### config.mk
export PLATFORM = sky130hd
export DESIGN_NAME = program_loader
export DESIGN_NICKNAME = d
export VERILOG_FILES = /design/src/rtl/program_loader.sv
export SDC_FILE = /design/constraint.sdc
export NUM_CORES = 1
export LEC_CHECK = 0
export BUFFER_PORTS_ARGS = -buffer_cell sky130_fd_sc_hd__buf_2
export CORE_MARGIN = 5
export CORE_UTILIZATION = 25
export CTS_CLUSTER_DIAMETER = 80
export DETAILED_ROUTE_END_ITERATION = 7
export MAX_ROUTING_LAYER = met4
export PLACE_DENSITY = 0.5
export SYNTH_ARGS = -nofsm -noshare
export SYNTH_HDL_FRONTEND = slang
export SYNTH_SLANG_ARGS = --single-unit
### constraint.sdc
create_clock -name clk -period 3.6 [get_ports clk]
set_input_delay 0.36 -clock clk [delete_from_list [all_inputs] [get_ports clk]]
set_output_delay 0.36 -clock clk [all_outputs]
set_load 0.1 [all_outputs]
### src/rtl/program_loader.sv
// Byte-stream program loader: receives a length-prefixed, checksummed image
// and writes it into CPU memory over the shared bus while holding the CPU halted.
module program_loader #(
  parameter int unsigned DATA_W    = 8,
  parameter int unsigned MEM_DEPTH = 16,
  parameter int unsigned ADDR_W    = 4
) (
  input  logic              clk,
  input  logic              rst_btn,
  input  logic              start,
  input  logic              abort,
  input  logic [DATA_W-1:0] in_data,
  input  logic              in_valid,
  output logic              in_ready,
  output logic [DATA_W-1:0] bus_out,
  output logic              bus_drive,
  output logic              mar_load,
  output logic              mem_st,
  output logic              hlt,
  output logic              cpu_rst,
  output logic              busy,
  output logic              done,
  output logic              error
);

  // Wide enough to hold MEM_DEPTH and any DATA_W length byte without overflow.
  localparam int unsigned CNT_W = (DATA_W > ADDR_W) ? DATA_W + 1 : ADDR_W + 1;

  typedef enum logic [2:0] {
    S_IDLE,
    S_LEN,
    S_DATA,
    S_MAR,
    S_STORE,
    S_SUM,
    S_DONE,
    S_ERR
  } state_e;

  state_e              state_q, state_d;
  logic [ADDR_W-1:0]   addr_q,  addr_d;
  logic [DATA_W-1:0]   len_q,   len_d;
  logic [DATA_W-1:0]   sum_q,   sum_d;
  logic [DATA_W-1:0]   byte_q,  byte_d;

  logic                xfer;
  logic                len_ok;
  logic                last_byte;
  logic [DATA_W-1:0]   sum_chk;

  assign xfer      = in_valid && !abort;
  assign len_ok    = (in_data != '0) && (CNT_W'(in_data) <= CNT_W'(MEM_DEPTH));
  assign last_byte = (CNT_W'(addr_q) + CNT_W'(1)) == CNT_W'(len_q);
  assign sum_chk   = sum_q + in_data;

  always_ff @(posedge clk or negedge rst_btn) begin
    if (!rst_btn) begin
      state_q <= S_IDLE;
      addr_q  <= '0;
      len_q   <= '0;
      sum_q   <= '0;
      byte_q  <= '0;
    end else begin
      state_q <= state_d;
      addr_q  <= addr_d;
      len_q   <= len_d;
      sum_q   <= sum_d;
      byte_q  <= byte_d;
    end
  end

  always_comb begin
    state_d   = state_q;
    addr_d    = addr_q;
    len_d     = len_q;
    sum_d     = sum_q;
    byte_d    = byte_q;
    in_ready  = 1'b0;
    bus_out   = '0;
    bus_drive = 1'b0;
    mar_load  = 1'b0;
    mem_st    = 1'b0;
    hlt       = 1'b0;
    cpu_rst   = 1'b0;
    busy      = 1'b0;
    done      = 1'b0;
    error     = 1'b0;

    unique case (state_q)
      S_IDLE: begin
        if (start) state_d = S_LEN;
      end

      S_LEN: begin
        in_ready = 1'b1;
        hlt      = 1'b1;
        busy     = 1'b1;
        if (abort) begin
          state_d = S_ERR;
        end else if (xfer) begin
          if (len_ok) begin
            len_d   = in_data;
            addr_d  = '0;
            sum_d   = in_data;
            state_d = S_DATA;
          end else begin
            state_d = S_ERR;
          end
        end
      end

      S_DATA: begin
        in_ready = 1'b1;
        hlt      = 1'b1;
        busy     = 1'b1;
        if (abort) begin
          state_d = S_ERR;
        end else if (xfer) begin
          byte_d  = in_data;
          sum_d   = sum_chk;
          state_d = S_MAR;
        end
      end

      S_MAR: begin
        hlt       = 1'b1;
        busy      = 1'b1;
        bus_drive = 1'b1;
        mar_load  = 1'b1;
        bus_out   = DATA_W'(addr_q);
        state_d   = abort ? S_ERR : S_STORE;
      end

      S_STORE: begin
        hlt       = 1'b1;
        busy      = 1'b1;
        bus_drive = 1'b1;
        mem_st    = 1'b1;
        bus_out   = byte_q;
        if (abort) begin
          state_d = S_ERR;
        end else begin
          addr_d  = addr_q + ADDR_W'(1);
          state_d = last_byte ? S_SUM : S_DATA;
        end
      end

      S_SUM: begin
        in_ready = 1'b1;
        hlt      = 1'b1;
        busy     = 1'b1;
        if (abort) begin
          state_d = S_ERR;
        end else if (xfer) begin
          state_d = (sum_chk == '0) ? S_DONE : S_ERR;
        end
      end

      S_DONE: begin
        hlt     = 1'b1;
        busy    = 1'b1;
        done    = 1'b1;
        cpu_rst = 1'b1;
        state_d = S_IDLE;
      end

      S_ERR: begin
        hlt   = 1'b1;
        error = 1'b1;
        if (start) state_d = S_LEN;
      end

      default: state_d = S_IDLE;
    endcase
  end

endmodule

======== Yosys cells after proc, flatten, opt, wreduce, memory -nomap -nowiden ========
Index checks and enable logic that the tools add are counted.
word-level totals
  register bits ........................... 31
operators by class
  add/sub/neg operators ................... 3
  $lt $le $gt $ge ......................... 1
  eq/ne operators ......................... 18
  multiplexer cells ....................... 33
  bitwise logic cells ..................... 1
  reductions and logical operators ........ 18
operators by type and width
  cell                                                                    number
  8-bit two-way mux                                                       5
  8-bit case mux with 2 select lines                                      2
  3-bit two-way mux                                                       10
  3-bit case mux with 7 select lines                                      1
  4-bit two-way mux                                                       4
  3-bit equality test (second input constant)                             4
  2-bit inequality test (second input constant)                           6
  1-bit two-way mux                                                       9
  3-bit inequality test (second input constant)                           3
  8-bit adder                                                             1
  5-bit by 8-bit equality test with 1-bit output                          1
  8-bit by 5-bit <= comparator with 1-bit output (second input constant)  1
  8-bit zero test                                                         1
  4-bit case mux with 2 select lines                                      1
  4-bit AND reduction                                                     2
  8-bit nonzero test                                                      1
  7-bit OR reduction                                                      1
  3-bit by 2-bit equality test with 1-bit output (second input constant)  2
  6-bit AND reduction                                                     1
  6-bit OR reduction                                                      1
  4-bit by 1-bit adder with 5-bit output (second input constant)          1
  5-bit AND reduction                                                     1
  4-bit by 1-bit adder with 4-bit output (second input constant)          1
  2-bit nonzero test                                                      2
  10 further kinds                                                        12

======== Longest topological paths before layout ========
Gate-level depths: netlist of run 1.
  word-level depth ........................ 6
  mapped depth ............................ 8

======== Worst setup path after synthesis of run 1 ========
OpenSTA, ideal clock, no wires.
  path kind ............................... reg-to-output
  from .................................... register state_q[1]
  to ...................................... output port busy
  arrival ................................. 3041 ps
  setup slack ............................. 199 ps
  cell stages (with the launch flop) ...... 5
  cells stage by stage .................... dfrtp_1 -> clkbuf_1 -> nand2_1 -> nor2_1 -> nor2b_1
between the ends
  cells in the longest elaborated chain, start to end .. 3
ends and longest elaborated chain
  what                                               RTL line  source
  from (decl)                                        40        state_e state_q, state_d;
  from (signal assigned)                             64        state_q <= state_d;
  3-bit equality test, or another cell as far along  89        unique case (state_q)
  6-bit OR reduction (no line) (*)                   n/a
  1-bit two-way mux (*)                              89
  to (decl)                                          21        output logic busy,
Every way passes the cells marked *; elsewhere a longest branch is shown, timed or not.

======== Worst setup path in the final report of run 1 ========
  from .................................... register state_q[0]
  to ...................................... output port bus_out[1]
between the ends
  cells in the longest elaborated chain, start to end .. 2
ends and longest elaborated chain
  what                                                                                          RTL line  source
  3-bit equality test / 3-bit by 2-bit equality test with 1-bit output (equally long branches)  89
  8-bit case mux with 2 select lines (*)                                                        89
  to (decl)                                                                                     15        output logic [DATA_W-1:0] bus_out,
Marked as above.

==> impl_summary.log, run 1 <==
[metrics] first drt pass iteration count: 4
[metrics] share of the synthesized area in compound gates (AO/OA/AOI/OAI): 18.4%
[metrics] highest clock rate: 400 MHz
[metrics] leading area contributor after synthesis: sky130_fd_sc_hd__dfrtp_1
[metrics] cell with the largest stage delay on the worst path: sky130_fd_sc_hd__dfrtp_1
[metrics] CTS tree: yes
[metrics] portion of total power attributed to combinational logic: 57.4%
[metrics] syn nets: 247
[metrics] residual overflow from global routing: 0
[metrics] leading register cell type out of synthesis: sky130_fd_sc_hd__dfrtp_1
[metrics] CTS resizes: 0
[metrics] switching power: 1230 µW
[metrics] worst-path maximum fanout: 15
[metrics] Synth async-reset ratio: 100%
[metrics] number of antenna repair diodes: 0
[metrics] leakage component of the power: 0.00114 µW
[metrics] outcome: finished clean
[metrics] mux contribution to synthesized area: 6.35%
[metrics] count of clock tree sinks: 31
[metrics] quantity of I/O buffers inserted on ports: 29
[metrics] average footprint of a synthesized cell: 9.11 µm²
[metrics] total negative setup slack: 0 ps
[metrics] ratio of routed vias to standard cells: 4.84
[metrics] post-synthesis sequential area ratio: 37.9%
[metrics] register clock-pin slew on the reported worst setup and hold paths: 70 ps
[metrics] adder-cell area share of the yosys netlist: 5.86%
[metrics] detailed-route via count: 1,743
[metrics] number of flops mapped to enable cells by yosys: 0
[metrics] crit path capture type: output pin
[metrics] final cycle utilization of the critical path: 69.4%
[metrics] class of the most critical hold timing path: primary input to async pin
[metrics] post-layout minimum cycle time: 2500 ps
[metrics] Die W: 101 µm
[metrics] share of the synthesized netlist area taken by xor and xnor gates: 5.98%
[metrics] sequential fraction of design power: 26.9%
[metrics] buffers inserted during post-CTS setup optimization: 0
[metrics] setup repair after global routing missed its margin: false
[metrics] worst-case headroom to the max-slew limit: 50.2%
[metrics] I/O pins: 30
[metrics] total of max-cap violations: 0
[metrics] total power per unit cell area: 965 nW/µm²
[metrics] # hold bufs at CTS: 0
[metrics] Simple-Gate Fraction of Synth Area: 22.8%
[metrics] Power Internal: 1100 µW
[metrics] Final HPWL DP: 3800 µm
[metrics] routability-driven placement congestion ratio: 0.832
[metrics] setup slack after layout: 1100 ps
[metrics] portion of synthesized cell area occupied by the leading cell type: 37.9%
[metrics] number of nets with antenna violations after detailed routing: 0
[metrics] floorplan row count: 33
[metrics] net switching fraction of the power: 52.7%
[metrics] clock insertion delay at the later pin of the skew report: 290 ps
[metrics] area growth from synthesis to layout: 17.6%
[metrics] remaining routing DRC violations: 0
[metrics] starting density of the core: 25.3%
[metrics] worst stage delay on the critical path: 610 ps
[metrics] Critical Path Start Type: flip-flop
[metrics] number of global-route vias before repair: 1,642
[metrics] dominant combinational cell family by area after synthesis: simple AND/OR/NAND/NOR gates
[metrics] total of flip-flops plus latches after synthesis: 31
[metrics] post-layout net count: 276
[metrics] pin count of the biggest net entering global routing: 32
[metrics] Worst Path Required: 3240 ps
[metrics] final hold vios: 0
[metrics] leading cell types by total area after synthesis: sky130_fd_sc_hd__dfrtp_1 38%, sky130_fd_sc_hd__nand2_1 7.1%, sky130_fd_sc_hd__ha_1 4.9%
[metrics] depth of the CTS H-tree: 2
[metrics] Root Driver: sky130_fd_sc_hd__clkbuf_8
[metrics] DP Worst Slack: 1270 ps
[metrics] CP Class: flip-flop to output pin
[metrics] transition time of the tightest slew-check pin: 746 ps
[metrics] Netlist Area Pre-Place: 2050 µm²
[metrics] instance count of the mapped netlist: 225
[metrics] ratio of cells with drive above 1 in the final layout: 22.7%
[metrics] Core Area: 8090 µm²
[metrics] first-pass GRT wire length: 7990 µm
[metrics] arrival time worst endpoint: 2140 ps
[metrics] chain of cells forming the critical path: inv_1, nor2_1, a22o_1, buf_2
[metrics] final setup fails: 0
[metrics] number of clock buffers inserted by TritonCTS: 5
[metrics] Avg WL per Cell: 13.7 µm
[metrics] fin. max-slew vios: 0
[metrics] buffer depth of the longest clock path: 2
[metrics] WL final: 4940 µm
[metrics] Die ar.: 10,100 µm²
[metrics] DRT iter0 DRCs: 52
[metrics] synth unique cells: 47
[metrics] yosys synthesis warning count: 0
[metrics] y dimension of the die: 101 µm
[metrics] part of the total power dissipated in the clock network: 15.7%
[metrics] initial antenna violation count: 0
[metrics] post-route total power: 2330 µW
[metrics] final clock skew: 2.02 ps
[metrics] R2R depth: 6
[metrics] Max VDD drop: 315 µV
[metrics] total global routing track utilization: 10.3%
## state kept, by name (all words and copies together), names as in the netlist
signal,cells
byte_q,8
len_q,8
sum_q,8
addr_q,4
state_q,3
## Yosys cell counts, types with 5 or more instances
cell and number:
sky130_fd_sc_hd__a21oi_1 8, sky130_fd_sc_hd__nand3_1 5, sky130_fd_sc_hd__xor2_1 6, sky130_fd_sc_hd__ha_1 8, sky130_fd_sc_hd__xnor2_1 8, sky130_fd_sc_hd__nand2_1 39
sky130_fd_sc_hd__nand2b_1 5, sky130_fd_sc_hd__nor2b_1 6, sky130_fd_sc_hd__nor2_1 12, sky130_fd_sc_hd__o21ai_0 17, sky130_fd_sc_hd__nor3_1 6, sky130_fd_sc_hd__dfrtp_1 31
sky130_fd_sc_hd__mux2_2 8
## power by group through the flow
| stage | Sequential, µW | Clock, µW | Combinational, µW |
|---|---|---|---|
| finish | 627 | 365 | 1340 |
| global route | 649 | 384 | 1440 |
| CTS | 625 | 373 | 1350 |
| detailed placement | 631 | 0 | 1340 |
| global placement | 631 | 0 | 1340 |
| floorplan | 561 | 0 | 1190 |
## per-stage QoR
step                instances  cell area, µm²  util (%)  hold WS [ps]
finish                    360            2410      29.8           129
global route              360            2410      29.8           208
CTS                       360            2410      29.8           162
detailed placement        352            2290      28.3           470
global placement          352            2290      28.3           467
floorplan                 225            2050         -          64.4
## cell type report
cell class	count	area (µm²)
inverter	4	15.0
multi-input combinational	182	1220
timing repair buffer	30	153
fill	905	5680
clock buffer	6	82.6
sequential	31	776
clock inverter	2	35.0
tap	105	131
## cells in the final DEF (no fill, tap or decap), types with 3 or more instances in the layout
cell type and n:
sky130_fd_sc_hd__nor2_2 3, sky130_fd_sc_hd__ha_1 8, sky130_fd_sc_hd__nand2_1 39, sky130_fd_sc_hd__xnor2_1 8, sky130_fd_sc_hd__a21o_1 3, sky130_fd_sc_hd__xor2_1 6, sky130_fd_sc_hd__and3_1 4, sky130_fd_sc_hd__nand3_1 5
sky130_fd_sc_hd__or3_1 3, sky130_fd_sc_hd__dfrtp_1 31, sky130_fd_sc_hd__nand2b_1 5, sky130_fd_sc_hd__a22o_1 4, sky130_fd_sc_hd__inv_1 4, sky130_fd_sc_hd__a211oi_1 4, sky130_fd_sc_hd__nor3_1 6, sky130_fd_sc_hd__clkbuf_8 6
sky130_fd_sc_hd__mux2_2 8, sky130_fd_sc_hd__buf_2 29, sky130_fd_sc_hd__o21ai_0 17, sky130_fd_sc_hd__mux2i_1 4, sky130_fd_sc_hd__nor2_1 12, sky130_fd_sc_hd__a21oi_1 8, sky130_fd_sc_hd__nor2b_1 6
## worst max-delay path, delay by kind of cell (launching register included)
kind                   cells  cell delay, ps
AOI/OAI and AO/OA          1             190
buffers and inverters      2             670
DFF                        1             610
and+or+nand+nor            1             370
## worst paths after layout
kind,start,to,slack [ps]
worst min register to register,byte_q[4]$_DFFE_PN0P_,byte_q[4]$_DFFE_PN0P_,480
max in group asynchronous,rst_btn,sum_q[0]$_DFFE_PN0P_,2980
worst max register to register,state_q[0]$_DFFE_PN0P_,sum_q[7]$_DFFE_PN0P_,1360
worst min-delay path,rst_btn,state_q[1]$_DFFE_PN0P_,130
min in group clk,in_data[5],byte_q[5]$_DFFE_PN0P_,320
worst max-delay path,state_q[0]$_DFFE_PN0P_,bus_out[1],1100
## kinds of logic (layout without fill, tap and decap cells)
logic type / Yosys count / after routing
and+or+nand+nor: 92 / 92
AOI/OAI and AO/OA: 55 / 55
adders and majority gates: 9 / 9
xor gates and xnor gates: 14 / 14
buffers and inverters: 12 / 42
DFF: 31 / 31
muxes: 12 / 12
## routing by layer
metal	track usage (%)	part of all wire, %	vias up
met5	-	0	-
met4	3.63	1.7	0
met3	2.77	3.9	10
met2	16.6	47	26
met1	12.5	47	843
li1	-	-	864
Power figures use the tool's default switching activity.
==> inputs of run 2 (changes only) <==
Settings changed: ABC_AREA set to 1.
Clock period 3.6 ns to 2.3 ns, I/O delays scaled along.
==> run 2 against run 1 <==
Sequential cell count unchanged. Sequential share of layout area fell by 2.6 points. Highest routed layer unchanged. Critical endpoint is now bus_out[0]. Wire length up 11%. Worst setup slack lost 990 ps. Via count rose by 15%. First-iteration DRC count increased by 56%. Area after synthesis grew 2.8%. Synthesized cell count increased by 40%. Critical path depth up 1. Clock power is 56% higher. Hold slack got worse by 100 ps. Utilization increased by 2.2 points.
==> impl_summary.log, run 2 <==
[metrics] remaining routing DRC violations: 0 (unchanged)
[metrics] buffers inserted during post-CTS setup optimization: 0 (unchanged)
[metrics] registers with the most flip-flops: byte_q x8, len_q x8, sum_q x8 (unchanged)
[metrics] ratio of routed vias to standard cells: 4.40 (was 4.84)
[metrics] I/O pins: 30 (unchanged)
[metrics] Core Area: 8220 µm² (was 8090 µm²)
[metrics] transition time of the tightest slew-check pin: 780 ps (was 746 ps)
[metrics] routability-driven placement congestion ratio: 0.860 (was 0.832)
[metrics] post-synthesis sequential area ratio: 36.8% (was 37.9%)
[metrics] final setup fails: 0 (unchanged)
[metrics] arrival time worst endpoint: 1960 ps (was 2140 ps)
[metrics] Root Driver: sky130_fd_sc_hd__clkbuf_8 (unchanged)
[metrics] number of nets with antenna violations after detailed routing: 0 (unchanged)
[metrics] CP Class: flip-flop to output pin (unchanged)
[metrics] y dimension of the die: 102 µm (was 101 µm)
[metrics] most used cells in the layout excluding fill and tap cells: 113 x sky130_fd_sc_hd__nand2_1, 46 x sky130_fd_sc_hd__inv_1, 31 x sky130_fd_sc_hd__dfrtp_1 (was 39 x sky130_fd_sc_hd__nand2_1, 31 x sky130_fd_sc_hd__dfrtp_1, 29 x sky130_fd_sc_hd__buf_2)
[metrics] total of max-cap violations: 0 (unchanged)
[metrics] Final Instance Count excl. Fillers: 456 (was 360)
[metrics] number of global-route vias before repair: 1,986 (was 1,642)
[metrics] clock insertion delay at the later pin of the skew report: 280 ps (was 290 ps)
[metrics] number of antenna repair diodes: 0 (unchanged)
[metrics] pin count of the biggest net entering global routing: 32 (unchanged)
[metrics] initial antenna violation count: 0 (unchanged)
[metrics] Max VDD drop: 646 µV (was 315 µV)
[metrics] Final HPWL DP: 4330 µm (was 3800 µm)
[metrics] instance count of the mapped netlist: 314 (was 225)
[metrics] Critical Path Start Type: flip-flop (unchanged)
[metrics] first-pass GRT wire length: 9630 µm (was 7990 µm)
[metrics] final hold vios: 0 (unchanged)
[metrics] count of clock tree sinks: 31 (unchanged)
[metrics] CTS resizes: 0 (unchanged)
[metrics] Synth async-reset ratio: 100% (unchanged)
[metrics] Die W: 102 µm (was 101 µm)
[metrics] average footprint of a synthesized cell: 6.71 µm² (was 9.11 µm²)
[metrics] number of clock buffers inserted by TritonCTS: 5 (unchanged)
[metrics] most common cell after layout, fill and taps aside: sky130_fd_sc_hd__nand2_1 (unchanged)
[metrics] DRT iter0 DRCs: 81 (was 52)
[metrics] most repeated library cell on the critical path: sky130_fd_sc_hd__nand2_1
[metrics] post-layout net count: 372 (was 276)
[metrics] total global routing track utilization: 12.0% (was 10.3%)
[metrics] syn nets: 336 (was 247)
[metrics] residual overflow from global routing: 0 (unchanged)
[metrics] fin. max-slew vios: 0 (unchanged)
[metrics] CTS tree: yes (unchanged)
[metrics] worst-case headroom to the max-slew limit: 48.0% (was 50.2%)
[metrics] floorplan row count: 33 (unchanged)
[metrics] ratio of cells with drive above 1 in the final layout: 19.7% (was 22.7%)
[metrics] synth unique cells: 27 (was 47)
[metrics] leading register cell type out of synthesis: sky130_fd_sc_hd__dfrtp_1 (unchanged)
[metrics] post-layout minimum cycle time: 2190 ps
[metrics] Die ar.: 10,400 µm² (was 10,100 µm²)
[metrics] Worst Path Required: 2070 ps (was 3240 ps)
[metrics] area growth from synthesis to layout: 24.5% (was 17.6%)
[metrics] buffer depth of the longest clock path: 2 (unchanged)
[metrics] Avg WL per Cell: 12.1 µm (was 13.7 µm)
[metrics] # hold bufs at CTS: 0 (unchanged)
[metrics] quantity of I/O buffers inserted on ports: 29 (unchanged)
[metrics] area of placed instances: 2490 µm² (was 2290 µm²)
[metrics] highest clock rate: 456 MHz
[metrics] final cycle utilization of the critical path: 95.3%
[metrics] Layout Cell Area excl Fill: 2620 µm² (was 2410 µm²)
[metrics] starting density of the core: 25.6% (was 25.3%)
[metrics] count of fill cells added during filler insertion: 911 (was 905)
[metrics] worst-path maximum fanout: 9 (was 15)
[metrics] fraction of the core area covered by cells at the end of the flow: 31.9% (was 29.8%)
[metrics] worst stage delay on the critical path: 550 ps (was 610 ps)
[metrics] depth of the CTS H-tree: 2 (unchanged)
[metrics] cell with the largest stage delay on the worst path: sky130_fd_sc_hd__dfrtp_1 (unchanged)
[metrics] Placed Cells incl. Taps: 448 (was 352)
[metrics] first drt pass iteration count: 4 (unchanged)
[metrics] chain of cells forming the critical path: nand2_1, nor2_4, nand2_1, o21ai_4, buf_2 (was inv_1, nor2_1, a22o_1, buf_2)
[metrics] final clock skew: 6.99 ps (was 2.02 ps)
[metrics] Netlist Area Pre-Place: 2110 µm² (was 2050 µm²)
[metrics] total of flip-flops plus latches after synthesis: 31 (unchanged)
[metrics] number of flops mapped to enable cells by yosys: 0 (unchanged)
[metrics] WL final: 5510 µm (was 4940 µm)
[metrics] total negative setup slack: 0 ps (unchanged)
[metrics] outcome: finished clean (unchanged)
[metrics] detailed-route via count: 2,005 (was 1,743)
[metrics] total power per unit cell area: 1550 nW/µm² (was 965 nW/µm²)
[metrics] register clock-pin slew on the reported worst setup and hold paths: 70 ps (about the same)
[metrics] leakage component of the power: 0.00140 µW (was 0.00114 µW)
[metrics] most used standard cells in the synthesized netlist: 113 x sky130_fd_sc_hd__nand2_1, 47 x sky130_fd_sc_hd__inv_1, 31 x sky130_fd_sc_hd__dfrtp_1 (was 39 x sky130_fd_sc_hd__nand2_1, 31 x sky130_fd_sc_hd__dfrtp_1, 17 x sky130_fd_sc_hd__o21ai_0)
[metrics] crit path capture type: output pin (unchanged)
[metrics] portion of synthesized cell area occupied by the leading cell type: 36.8% (was 37.9%)
[metrics] leading cell types by total area after synthesis: sky130_fd_sc_hd__dfrtp_1 37%, sky130_fd_sc_hd__nand2_1 20%, sky130_fd_sc_hd__inv_1 8.4% (was sky130_fd_sc_hd__dfrtp_1 38%, sky130_fd_sc_hd__nand2_1 7.1%, sky130_fd_sc_hd__ha_1 4.9%)
[metrics] class of the most critical hold timing path: primary input to async pin (unchanged)
[metrics] setup repair after global routing missed its margin: false (unchanged)
[metrics] yosys synthesis warning count: 0 (unchanged)
[metrics] cell with the most instances after synthesis: sky130_fd_sc_hd__nand2_1 (unchanged)
[metrics] leading area contributor after synthesis: sky130_fd_sc_hd__dfrtp_1 (unchanged)
## run 2: cell type report
cell class	count	area (µm²)	share of cell area, %
inverter	53	201	7.68
tap	105	131	5.01
sequential	31	776	29.6
clock buffer	6	82.6	3.15
clock inverter	2	35.0	1.34
multi-input combinational	226	1210	46.0
timing repair buffer	33	190	7.25
## run 2: final timing paths
kind | from | to | slack, ps | cells after the start
worst max-delay path | state_q[2]$_DFFE_PN0P_ | bus_out[0] | 110 | 5
worst min-delay path | rst_btn | len_q[5]$_DFFE_PN0P_ | 30 | 1
worst max register to register | sum_q[0]$_DFFE_PN0P_ | state_q[0]$_DFFE_PN0P_ | 340 | 14
worst min register to register | sum_q[5]$_DFFE_PN0P_ | sum_q[5]$_DFFE_PN0P_ | 480 | 2
max in group asynchronous | rst_btn | byte_q[4]$_DFFE_PN0P_ | 1780 | 1
min in group clk | in_data[6] | byte_q[6]$_DFFE_PN0P_ | 230 | 3
## run 2: per-stage QoR
step	setup WS (ps)	hold slack [ps]	total power (µW)
6_report	107	27.9	4060
4_1_cts	56.4	48.3	4080
5_1_grt	1.37	89.3	4390
2_1_floorplan	-272	-65.6	3040
3_5_place_dp	354	357	3490
3_3_place_gp	372	357	3480
## run 2: worst max-delay path, delay by kind of cell (launching register included)
kind | cells | cell delay [ps]
AO/OA/AOI/OAI | 1 | 70
buffers and inverters | 1 | 440
flip-flops | 1 | 550
AND/OR/NAND/NOR | 3 | 610
## run 2: routing by layer
metal / part of all wire, % / up-vias / GRT usage, %
met5: 0 / - / -
met4: 1.3 / 0 / 3.68
met3: 4.8 / 7 / 1.79
met2: 42 / 48 / 16.9
met1: 52 / 901 / 17.6
li1: - / 1049 / -
## run 2: kinds of logic after synthesis
| family | synth area share [%] |
|---|---|
| xor gates and xnor gates | 1.66 |
| DFF | 36.8 |
| and+or+nand+nor | 34.7 |
| AOI/OAI and AO/OA | 10.6 |
| buffers and inverters | 10.5 |
| adders and majority gates | 5.70 |
## run 2: power breakdown
group | internal (µW) | switching [µW]
Combinational | 631 | 1880
Sequential | 776 | 206
Clock | 351 | 217
==> inputs of run 3 (changes only) <==
Settings changed: CTS_BUF_LIST set to sky130_fd_sc_hd__clkbuf_4.
Clock period 2.3 ns to 2.17 ns, I/O delays scaled along.
==> run 3 against run 2 <==
Non-clock buffer count increased by 5. Utilization increased by 0.97 points. Sequential power increased by 6%. Sequential share of layout area decreased by 0.74 points. Cell count increased by 1.1%. Sequential cell count unchanged. Clock power decreased by 39%. Clock-buffer cell count unchanged. Worst setup slack improved by 33 ps. Clock skew increased by 9.8 ps. Critical path type unchanged. Largest cell class unchanged. Largest power group unchanged.
==> impl_summary.log, run 3 (synthesis results as in run 2) <==
[metrics] outcome: finished clean (unchanged)
[metrics] I/O pins: 30 (unchanged)
[metrics] final hold vios: 0 (unchanged)
[metrics] buffer depth of the longest clock path: 2 (unchanged)
[metrics] fin. max-slew vios: 0 (unchanged)
[metrics] area of placed instances: 2590 µm² (was 2490 µm²)
[metrics] R2R depth: 14 (unchanged)
[metrics] y dimension of the die: 102 µm (unchanged)
[metrics] Avg WL per Cell: 11.7 µm (was 12.1 µm)
[metrics] leakage component of the power: 0.00141 µW (was 0.00140 µW)
[metrics] WL final: 5400 µm (was 5510 µm)
[metrics] Worst Path Required: 1950 ps (was 2070 ps)
[metrics] crit path capture type: output pin (unchanged)
[metrics] final setup fails: 0 (unchanged)
[metrics] total global routing track utilization: 11.7% (was 12.0%)
[metrics] post-layout net count: 377 (was 372)
[metrics] worst-path maximum fanout: 8 (was 9)
[metrics] Root Driver: sky130_fd_sc_hd__clkbuf_4 (was sky130_fd_sc_hd__clkbuf_8)
[metrics] most common cell after layout, fill and taps aside: sky130_fd_sc_hd__nand2_1 (unchanged)
[metrics] Crit path depth: 7 (was 5)
[metrics] DRT iter0 DRCs: 67 (was 81)
[metrics] CP delay by family, top: buffers and inverters (was simple AND/OR/NAND/NOR gates)
[metrics] final clock skew: 16.8 ps (was 6.99 ps)
[metrics] Top Usage Layer GRT: met2 (was met1)
[metrics] number of nets with antenna violations after detailed routing: 0 (unchanged)
[metrics] number of antenna repair diodes: 0 (unchanged)
[metrics] fraction of the core area covered by cells at the end of the flow: 32.9% (was 31.9%)
[metrics] cell with the largest stage delay on the worst path: sky130_fd_sc_hd__dfrtp_2 (was sky130_fd_sc_hd__dfrtp_1)
[metrics] count of fill cells added during filler insertion: 907 (was 911)
[metrics] worst stage delay on the critical path: 460 ps (was 550 ps)
[metrics] total negative setup slack: 0 ps (unchanged)
[metrics] met2 demand-to-capacity share in global routing: 18.0% (was 16.9%)
[metrics] register clock-pin slew on the reported worst setup and hold paths: 110 ps (was 70 ps)
[metrics] Layout Cell Area excl Fill: 2700 µm² (was 2620 µm²)
[metrics] buffer and inverter count on the worst path: 4 (was 1)
[metrics] met3 layer usage reported by global route: 2.27% (was 1.79%)
[metrics] class of the most critical hold timing path: primary input to flip-flop (was primary input to async pin)
[metrics] first drt pass iteration count: 4 (unchanged)
[metrics] register-to-register path setup slack: 220 ps (was 340 ps)
[metrics] registers with the most flip-flops: byte_q x8, len_q x8, sum_q x8 (unchanged)
[metrics] met1 global-route usage: 15.4% (was 17.6%)
[metrics] quantity of I/O buffers inserted on ports: 29 (unchanged)
[metrics] transition time of the tightest slew-check pin: 737 ps (was 780 ps)
[metrics] Critical Path Start Type: flip-flop (unchanged)
[metrics] first-pass GRT wire length: 9330 µm (was 9630 µm)
[metrics] total power per unit cell area: 1550 nW/µm² (about the same)
[metrics] Die ar.: 10,400 µm² (unchanged)
[metrics] count of clock tree sinks: 31 (unchanged)
[metrics] area growth from synthesis to layout: 28.3% (was 24.5%)
[metrics] start point of the worst min-delay path: in_data[6]
[metrics] Max VDD drop: 545 µV (was 646 µV)
[metrics] highest clock rate: 493 MHz
[metrics] CP Class: flip-flop to output pin (unchanged)
[metrics] most repeated library cell on the critical path: sky130_fd_sc_hd__nor2_4 (was sky130_fd_sc_hd__nand2_1)
[metrics] worst hold path endpoint: byte_q[6]$_DFFE_PN0P_
[metrics] setup slack after layout: 140 ps (was 107 ps)
[metrics] floorplan row count: 33 (unchanged)
[metrics] residual overflow from global routing: 0 (unchanged)
[metrics] arrival time worst endpoint: 1810 ps (was 1960 ps)
[metrics] starting density of the core: 25.6% (unchanged)
[metrics] most used cells in the layout excluding fill and tap cells: 110 x sky130_fd_sc_hd__nand2_1, 45 x sky130_fd_sc_hd__inv_1, 28 x sky130_fd_sc_hd__dfrtp_1 (was 113 x sky130_fd_sc_hd__nand2_1, 46 x sky130_fd_sc_hd__inv_1, 31 x sky130_fd_sc_hd__dfrtp_1)
[metrics] total of max-cap violations: 0 (unchanged)
[metrics] DP Worst Slack: 217 ps (was 354 ps)
[metrics] initial antenna violation count: 0 (unchanged)
[metrics] final cycle utilization of the critical path: 93.5%
[metrics] Die W: 102 µm (unchanged)
[metrics] reg2reg start: sum_q[0]$_DFFE_PN0P_ (unchanged)
[metrics] ratio of routed vias to standard cells: 4.45 (was 4.40)
[metrics] ratio of cells with drive above 1 in the final layout: 22.2% (was 19.7%)
[metrics] remaining routing DRC violations: 0 (unchanged)
[metrics] CTS tree: yes (unchanged)
[metrics] pin count of the biggest net entering global routing: 32 (unchanged)
[metrics] Hold Path Cell Cnt: 3
[metrics] worst-case headroom to the max-slew limit: 50.9% (was 48.0%)
[metrics] post-layout minimum cycle time: 2030 ps
[metrics] clock insertion delay at the later pin of the skew report: 340 ps (was 280 ps)
[metrics] depth of the CTS H-tree: 2 (unchanged)
[metrics] setup repair after global routing missed its margin: false (unchanged)
[metrics] chain of cells forming the critical path: inv_2, nand2_2, nor2_4, clkinvlp_4, buf_4, nor2_4, buf_12 (was nand2_1, nor2_4, nand2_1, o21ai_4, buf_2)
[metrics] detailed-route via count: 2,051 (was 2,005)
[metrics] number of clock buffers inserted by TritonCTS: 5 (unchanged)
[metrics] Core Area: 8220 µm² (unchanged)
[metrics] Final HPWL DP: 4320 µm (was 4330 µm)
[metrics] critical register-to-register path endpoint: state_q[0]$_DFFE_PN0P_ (unchanged)
[metrics] routability-driven placement congestion ratio: 0.896 (was 0.860)
[metrics] number of global-route vias before repair: 1,963 (was 1,986)
[run 3: cell types whose count changed in the layout (fill, tap and decap cells not counted), sizes merged, moves of 2 or more]
cell and change:
buf +7, clkinvlp +2, inv -2, clkbuf -3
[run 3: worst max-delay path by stage]
| stage | from | end | slack, ps |
|---|---|---|---|
| after detailed placement | sum_q[0]$_DFFE_PN0P_ | state_q[0]$_DFFE_PN0P_ | 220 |
| final | state_q[0]$_DFFE_PN0P_ | bus_out[4] | 140 |
| after CTS | state_q[0]$_DFFE_PN0P_ | bus_out[2] | 4 |
| after global routing | state_q[0]$_DFFE_PN0P_ | bus_out[7] | 3 |
| after floorplan | state_q[0]$_DFFE_PN0P_ | bus_out[4] | -170 |
| after global placement | sum_q[0]$_DFFE_PN0P_ | state_q[0]$_DFFE_PN0P_ | 260 |
[run 3: worst min-delay path, cell delays in order]
cell	delay, ps
sky130_fd_sc_hd__buf_2	130
sky130_fd_sc_hd__nand2_1	60
sky130_fd_sc_hd__o21ai_0	60
[run 3: metal layers]
layer	vias to the layer above	share of wire, %	wire, µm
met5	-	0	0
met4	0	1.6	86
met3	7	5.0	271
met2	51	44	2390
met1	927	49	2650
li1	1066	-	-
[run 3: layout make-up]
| type | count | area [µm²] | share of cell area (%) |
|---|---|---|---|
| Clock buffer | 6 | 45.0 | 1.67 |
| Clock inverter | 2 | 8.76 | 0.324 |
| Inverter | 53 | 209 | 7.73 |
| Multi-Input combinational cell | 226 | 1230 | 45.5 |
| Sequential cell | 31 | 779 | 28.8 |
| Tap cell | 105 | 131 | 4.86 |
| Timing Repair Buffer | 38 | 300 | 11.1 |
[run 3: power breakdown]
group | total (µW) | switching, µW | internal (µW) | leakage [µW]
Clock | 348 | 214 | 134 | 0.0000331
Combinational | 2800 | 2020 | 786 | 0.000998
Sequential | 1040 | 217 | 827 | 0.000381
Total | 4200 | 2450 | 1750 | 0.00141
[run 3: timing repair]
action / 4_1_cts / 5_1_grt
cloned: 0 / 0
hold buffers: 1 / 0
pin swaps: 0 / 1
setup endpoints to repair: 1 / 8
resized for setup: 1 / 6
hold endpoints to repair: 31 / 0
setup buffers: 0 / 4
[run 3: per-stage QoR]
stage | std cells | power [µW] | hold slack [ps]
2_1_floorplan | 314 | 3260 | -78.6
3_3_place_gp | 448 | 3800 | 326
3_5_place_dp | 448 | 3810 | 336
4_1_cts | 457 | 4180 | 140
5_1_grt | 461 | 4560 | 167
6_report | 461 | 4200 | 149
